### src/rtl/sprite_line_scheduler.sv
// Per-line sprite evaluation: scans the sprite table during horizontal blank,
// commits up to NUM_SLOTS hits atomically, and resolves the sprite pixel each cycle.
`timescale 1ns/1ps
module sprite_line_scheduler #(
  parameter int NUM_ENTRIES = 16,
  parameter int NUM_SLOTS   = 4
) (
  input  logic                           clock,
  input  logic                           reset,
  input  logic                           line_start,
  input  logic [10:0]                    next_row,
  output logic                           tab_rd,
  output logic [$clog2(NUM_ENTRIES)-1:0] tab_addr,
  input  logic [29:0]                    tab_data,
  input  logic [10:0]                    pix_x,
  output logic                           sprite_enable,
  output logic [5:0]                     sel_char,
  output logic [1:0]                     sel_pal,
  output logic [3:0]                     sel_rel_x,
  output logic [3:0]                     sel_rel_y,
  output logic                           busy,
  output logic                           done,
  output logic                           overflow
);

  localparam int AW = $clog2(NUM_ENTRIES);
  localparam int SW = $clog2(NUM_SLOTS + 1);
  localparam logic [AW:0]   ENTRY_COUNT = (AW+1)'(NUM_ENTRIES);
  localparam logic [AW-1:0] LAST_ADDR   = AW'(NUM_ENTRIES - 1);
  localparam logic [SW-1:0] SLOT_COUNT  = SW'(NUM_SLOTS);

  typedef enum logic [1:0] {IDLE, SCAN, COMMIT} state_t;

  state_t          state_reg;
  logic [10:0]     row_reg;
  logic [AW:0]     issue_cnt_reg;
  logic            tab_rd_reg;
  logic [AW-1:0]   tab_addr_reg;
  logic            chk_valid_reg;
  logic            chk_last_reg;
  logic            busy_reg;
  logic            done_reg;
  logic [SW-1:0]   w_count_reg;
  logic            w_ovf_reg;
  logic            a_ovf_reg;

  logic            w_valid_reg [NUM_SLOTS];
  logic [10:0]     w_xpos_reg  [NUM_SLOTS];
  logic [5:0]      w_char_reg  [NUM_SLOTS];
  logic [1:0]      w_pal_reg   [NUM_SLOTS];
  logic [3:0]      w_rely_reg  [NUM_SLOTS];

  logic            a_valid_reg [NUM_SLOTS];
  logic [10:0]     a_xpos_reg  [NUM_SLOTS];
  logic [5:0]      a_char_reg  [NUM_SLOTS];
  logic [1:0]      a_pal_reg   [NUM_SLOTS];
  logic [3:0]      a_rely_reg  [NUM_SLOTS];

  // Entry check: the 11-bit subtraction makes vertical wrap-around free.
  logic [10:0] ent_xpos;
  logic [10:0] ent_ypos;
  logic [5:0]  ent_char;
  logic [1:0]  ent_pal;
  logic [10:0] ent_diff;
  logic        ent_hit;

  assign ent_xpos = tab_data[10:0];
  assign ent_ypos = tab_data[21:11];
  assign ent_char = tab_data[27:22];
  assign ent_pal  = tab_data[29:28];
  assign ent_diff = row_reg - ent_ypos;
  assign ent_hit  = chk_valid_reg && (ent_diff[10:4] == 7'd0) && (ent_char != 6'd0);

  always_ff @(posedge clock or negedge reset) begin
    if (!reset) begin
      state_reg     <= IDLE;
      row_reg       <= '0;
      issue_cnt_reg <= '0;
      tab_rd_reg    <= 1'b0;
      tab_addr_reg  <= '0;
      chk_valid_reg <= 1'b0;
      chk_last_reg  <= 1'b0;
      busy_reg      <= 1'b0;
      done_reg      <= 1'b0;
      w_count_reg   <= '0;
      w_ovf_reg     <= 1'b0;
      a_ovf_reg     <= 1'b0;
      for (int i = 0; i < NUM_SLOTS; i++) begin
        w_valid_reg[i] <= 1'b0;
        w_xpos_reg[i]  <= '0;
        w_char_reg[i]  <= '0;
        w_pal_reg[i]   <= '0;
        w_rely_reg[i]  <= '0;
        a_valid_reg[i] <= 1'b0;
        a_xpos_reg[i]  <= '0;
        a_char_reg[i]  <= '0;
        a_pal_reg[i]   <= '0;
        a_rely_reg[i]  <= '0;
      end
    end else begin
      done_reg      <= 1'b0;
      // Table data arrives one cycle after the strobe; track which cycles carry it.
      chk_valid_reg <= tab_rd_reg;
      chk_last_reg  <= tab_rd_reg && (tab_addr_reg == LAST_ADDR);
      case (state_reg)
        IDLE: begin
          if (line_start) begin
            row_reg       <= next_row;
            issue_cnt_reg <= '0;
            w_count_reg   <= '0;
            w_ovf_reg     <= 1'b0;
            busy_reg      <= 1'b1;
            state_reg     <= SCAN;
            for (int i = 0; i < NUM_SLOTS; i++) begin
              w_valid_reg[i] <= 1'b0;
            end
          end
        end
        SCAN: begin
          if (issue_cnt_reg < ENTRY_COUNT) begin
            tab_rd_reg    <= 1'b1;
            tab_addr_reg  <= issue_cnt_reg[AW-1:0];
            issue_cnt_reg <= issue_cnt_reg + 1'b1;
          end else begin
            tab_rd_reg    <= 1'b0;
            tab_addr_reg  <= '0;
          end
          if (ent_hit) begin
            if (w_count_reg == SLOT_COUNT) begin
              w_ovf_reg <= 1'b1;
            end else begin
              for (int i = 0; i < NUM_SLOTS; i++) begin
                if (w_count_reg == SW'(i)) begin
                  w_valid_reg[i] <= 1'b1;
                  w_xpos_reg[i]  <= ent_xpos;
                  w_char_reg[i]  <= ent_char;
                  w_pal_reg[i]   <= ent_pal;
                  w_rely_reg[i]  <= ent_diff[3:0];
                end
              end
              w_count_reg <= w_count_reg + 1'b1;
            end
          end
          if (chk_last_reg) begin
            state_reg <= COMMIT;
          end
        end
        COMMIT: begin
          for (int i = 0; i < NUM_SLOTS; i++) begin
            a_valid_reg[i] <= w_valid_reg[i];
            a_xpos_reg[i]  <= w_xpos_reg[i];
            a_char_reg[i]  <= w_char_reg[i];
            a_pal_reg[i]   <= w_pal_reg[i];
            a_rely_reg[i]  <= w_rely_reg[i];
          end
          a_ovf_reg <= w_ovf_reg;
          done_reg  <= 1'b1;
          busy_reg  <= 1'b0;
          state_reg <= IDLE;
        end
        default: state_reg <= IDLE;
      endcase
    end
  end

  // Pixel stage: per-slot horizontal window test against the active set only.
  logic [NUM_SLOTS-1:0]      cand;
  logic [NUM_SLOTS-1:0][3:0] cand_rel_x;

  generate
    for (genvar gi = 0; gi < NUM_SLOTS; gi++) begin : g_cand
      logic [10:0] dx;
      assign dx             = pix_x - a_xpos_reg[gi];
      assign cand[gi]       = a_valid_reg[gi] && (dx[10:4] == 7'd0);
      assign cand_rel_x[gi] = dx[3:0];
    end
  endgenerate

  logic       pick_en_next;
  logic [5:0] pick_char_next;
  logic [1:0] pick_pal_next;
  logic [3:0] pick_rx_next;
  logic [3:0] pick_ry_next;

  always_comb begin
    pick_en_next   = 1'b0;
    pick_char_next = '0;
    pick_pal_next  = '0;
    pick_rx_next   = '0;
    pick_ry_next   = '0;
    // Walk downwards so the lowest-index candidate wins.
    for (int i = NUM_SLOTS - 1; i >= 0; i--) begin
      if (cand[i]) begin
        pick_en_next   = 1'b1;
        pick_char_next = a_char_reg[i];
        pick_pal_next  = a_pal_reg[i];
        pick_rx_next   = cand_rel_x[i];
        pick_ry_next   = a_rely_reg[i];
      end
    end
  end

  logic       en_reg;
  logic [5:0] char_reg;
  logic [1:0] pal_reg;
  logic [3:0] rx_reg;
  logic [3:0] ry_reg;

  always_ff @(posedge clock or negedge reset) begin
    if (!reset) begin
      en_reg   <= 1'b0;
      char_reg <= '0;
      pal_reg  <= '0;
      rx_reg   <= '0;
      ry_reg   <= '0;
    end else begin
      en_reg   <= pick_en_next;
      char_reg <= pick_char_next;
      pal_reg  <= pick_pal_next;
      rx_reg   <= pick_rx_next;
      ry_reg   <= pick_ry_next;
    end
  end

  assign tab_rd        = tab_rd_reg;
  assign tab_addr      = tab_addr_reg;
  assign busy          = busy_reg;
  assign done          = done_reg;
  assign overflow      = a_ovf_reg;
  assign sprite_enable = en_reg;
  assign sel_char      = char_reg;
  assign sel_pal       = pal_reg;
  assign sel_rel_x     = rx_reg;
  assign sel_rel_y     = ry_reg;

endmodule

### config.mk
export PLATFORM = sky130hd
export DESIGN_NAME = sprite_line_scheduler
export DESIGN_NICKNAME = d
export VERILOG_FILES = /design/src/rtl/sprite_line_scheduler.sv
export SDC_FILE = /design/constraint.sdc
export NUM_CORES = 1
export LEC_CHECK = 0
export CAP_MARGIN = 20
export CORE_MARGIN = 2
export CORE_UTILIZATION = 30
export CTS_CLUSTER_SIZE = 14
export DETAILED_ROUTE_END_ITERATION = 12
export GPL_TIMING_DRIVEN = 0
export SYNTH_ARGS = -nofsm -noshare
export SYNTH_HDL_FRONTEND = slang
export SYNTH_SLANG_ARGS = --single-unit
export TNS_END_PERCENT = 10
### constraint.sdc
create_clock -name clock -period 9.7 [get_ports clock]
set_input_delay 1.94 -clock clock [delete_from_list [all_inputs] [get_ports clock]]
set_output_delay 1.94 -clock clock [all_outputs]
set_load 0.01 [all_outputs]
==> results.sh <==
export IMPL_outcome="finished clean"
export IMPL_clock_skew_ns=0.0249
export IMPL_reg2reg_slack_ns=5.83
export IMPL_ys_ff_latch=241
export IMPL_drv_cap=0
export IMPL_synth_area_leaders="dfrtp_1 50%, mux2_2 14%, ha_1 5.8%, nand2_1 3.1%, mux2i_1 3.1%"
export IMPL_place_gp_congestion=0.852
export IMPL_dp_slack_ns=3.72
export IMPL_syn_area_um2=12000
export IMPL_path_buf_inv=3
export IMPL_root_buffer="clkbuf_16"
export IMPL_end_kind="flop"
export IMPL_tightest_slew_ns=1.07
export IMPL_irDropWorstVdd_mv=0.127
export IMPL_grt_pass1_wl_um=47200
export IMPL_crit_path_max_incr_delay_ns=0.89
export IMPL_antenna_found_initial=0
export IMPL_rr_startpoint="row_reg[0]$_DFFE_PN0P_"
export IMPL_via_per_inst=4.86
export IMPL_reg2reg_depth=13
export IMPL_grt_max_degree=122
export IMPL_timing_critical_path_from="pix_x[1]"
export IMPL_drtIter0Drc=383
export IMPL_setup_violations=0
export IMPL_max_freq_mhz=184
export IMPL_yosys_warnings=0
export IMPL_max_slew_margin_pct=28.8
export IMPL_critPathRequiredTime_ns=10.17
export IMPL_ctsResizeCount=0
export IMPL_drive_gt1_share_pct=19.1
export IMPL_seqCellArea_um2=6030
export IMPL_numCtsBuffers=27
export IMPL_cts_max_path_buffers=3
export IMPL_grt_pass1_vias=8381
export IMPL_post_cts_setup_buffers=0
export IMPL_area_growth_pct=20.5
export IMPL_path_cells="clkdlybuf4s50_1 > inv_1 > fa_1 > nor2b_1 > o21a_1 > o21a_1 > o31ai_1 > nor4_2 > nand2_1 > clkbuf_1 > nor4b_1 > a211o_1"
export IMPL_period_share_pct=55.9
export IMPL_drv_slew=0
export IMPL_final_core_utilization_pct=36.5
export IMPL_coreArea_um2=39500
export IMPL_antenna_cells=0
export IMPL_synth_edf_count=0
export IMPL_finalNonFillerCells=1722
export IMPL_nFillCells=3881
export IMPL_vias=8370
export IMPL_cts_tree="yes"
export IMPL_critical_path_most_common_cell="o21a_1"
export IMPL_placedCellCount=1673
export IMPL_critPathTopFamily="simple AND/OR/NAND/NOR gates"
export IMPL_setup_ws_ns=4.28
export IMPL_async_flop_share_pct=100
export IMPL_start_util_pct=30.3
export IMPL_rsz0062_at_grt="false"
export IMPL_hold_viol_final=0
export IMPL_routed_wl_um=30000
export IMPL_ant_nets=0
export IMPL_worstHoldPathType="reg -> reg"
export IMPL_chipHeight_um=204
export IMPL_overflow=0
export IMPL_yosys_area_top_type_share_pct=50.3
export IMPL_synth_distinct_cells=65
export IMPL_hold_buffers=0
export IMPL_dp_hpwl_um=21200
export IMPL_grtUsageTotal_pct=14.5
export IMPL_synth_ff_type="dfrtp_1"
export IMPL_crit_type="in -> reg"
export IMPL_syn_inst=1065
export IMPL_crit_fanout=10
export IMPL_critPathSlowestCell="nor4_2"
export IMPL_cellLeakagePower_nw=6.71
export IMPL_dieArea_um2=41600
export IMPL_clkTransAtPathRegs_ns=0.06
export IMPL_wl_per_cell_um=17.4
export IMPL_critPathLaunchType="input pin"
export IMPL_crit_arrival_ns=5.89
export IMPL_cp_endpoint="sel_rel_x[2]$_DFF_PN0_"
export IMPL_clk_latency_ns=0.56
export IMPL_rows=73
export IMPL_port_buffers=79
export IMPL_cp_depth=12
export IMPL_cts_sinks=241
export IMPL_drc_errors=0
export IMPL_seq_area_frac_synth_pct=50.3
export IMPL_io_pins=80
export IMPL_synth_top_area_cell="dfrtp_1"
export IMPL_multi_input_area_um2=5500
export IMPL_worstReg2RegEnd="w_xpos_reg[12]$_DFFE_PN0P_"
export IMPL_fin_nets=1293
export IMPL_drtPass1Iterations=5
export IMPL_synth_net_count=1181
export IMPL_dieWidth_um=204
export IMPL_htreeDepth=1
export IMPL_power_density_nw_per_um2=192
export IMPL_avgSynthCellArea_um2=11.3
export IMPL_period_needed_ns=5.42
export IMPL_synth_common_cells="241 x dfrtp_1, 149 x mux2_2, 99 x nand2_1"
export IMPL_yosysMostFrequentCell="dfrtp_1"
==> cells in the final DEF (no fill, tap or decap), drive strengths merged, types with 15 or more instances in the layout <==
cell           count
dfrtp            241
mux2             149
nand2             99
clkdlybuf4s50     78
inv               78
o21ai             67
clkbuf            60
ha                56
nor2              46
mux2i             37
a21oi             31
buf               19
nand3             15
and2              15
==> kinds of logic (layout without fill, tap and decap cells) <==
group	after synthesis	in the layout	share of synthesized area, %
and+or+nand+nor	259	259	10.6
adders and majority gates	61	61	6.68
AOI/OAI and AO/OA	183	183	10.0
muxes	186	186	17.1
DFF	241	241	50.3
buffers and inverters	116	248	3.90
xor gates and xnor gates	19	19	1.45
==> cell type report <==
class                           count  area share (%)
Sequential cell                   241            41.7
Multi-Input combinational cell    708            38.0
Timing Repair Buffer               83            5.99
Clock buffer                       34            4.93
Tap cell                          525            4.55
Inverter                           76            1.97
Clock inverter                     15            1.53
Buffer                             40            1.26
==> metrics by stage <==
| stage | power [mW] | hold slack [ns] | setup TNS, ns | area (µm²) |
|---|---|---|---|---|
| final | 2.78 | 0.450 | 0 | 14500 |
| after global routing | 2.92 | 0.491 | 0 | 14500 |
| after CTS | 2.81 | 0.451 | 0 | 14500 |
| after detailed placement | 1.71 | 0.442 | 0 | 13500 |
| after global placement | 1.70 | 0.450 | -875.94 | 13400 |
| after floorplan | 1.53 | 0.431 | 0 | 12000 |
==> worst register-to-register path: cells and delay by family, from the launching register on <==
kind | cells | cell delay (ns)
and+or+nand+nor | 3 | 1.03
buffers and inverters | 3 | 0.75
adders and majority gates | 2 | 0.61
AOI/OAI and AO/OA | 3 | 0.60
muxes | 2 | 0.43
DFF | 1 | 0.33
==> report_power, final <==
part           internal [mW]  leakage, nW  switching (mW)
clock network          0.656        0.460           0.431
logic                  0.239         3.02           0.270
registers               1.12         3.23          0.0633
==> per-layer routing <==
metal | global-route usage (%) | share of wire [%] | vias to the layer above
met5 | 0 | 0 | -
met2 | 23.3 | 46 | 178
li1 | - | - | 3958
met1 | 21.1 | 48 | 4201
met4 | 2.58 | 1.5 | 0
met3 | 1.98 | 4.1 | 33
==> worst min path at each step <==
stage                     cells past startpoint  slack [ns]                    from                       end
after global placement                        0        0.45      tab_rd$_DFFE_PN0P_   chk_valid_reg$_DFF_PN0_
after global routing                          0        0.49      tab_rd$_DFFE_PN0P_   chk_valid_reg$_DFF_PN0_
after detailed placement                      1        0.44  chk_last_reg$_DFF_PN0_  state_reg[0]$_DFFE_PN0P_
after floorplan                               1        0.43  chk_last_reg$_DFF_PN0_  state_reg[0]$_DFFE_PN0P_
after CTS                                     1        0.45  chk_last_reg$_DFF_PN0_  state_reg[0]$_DFFE_PN0P_
final                                         1        0.45  chk_last_reg$_DFF_PN0_  state_reg[0]$_DFFE_PN0P_
No activity file was read; power rests on OpenSTA's default activity.
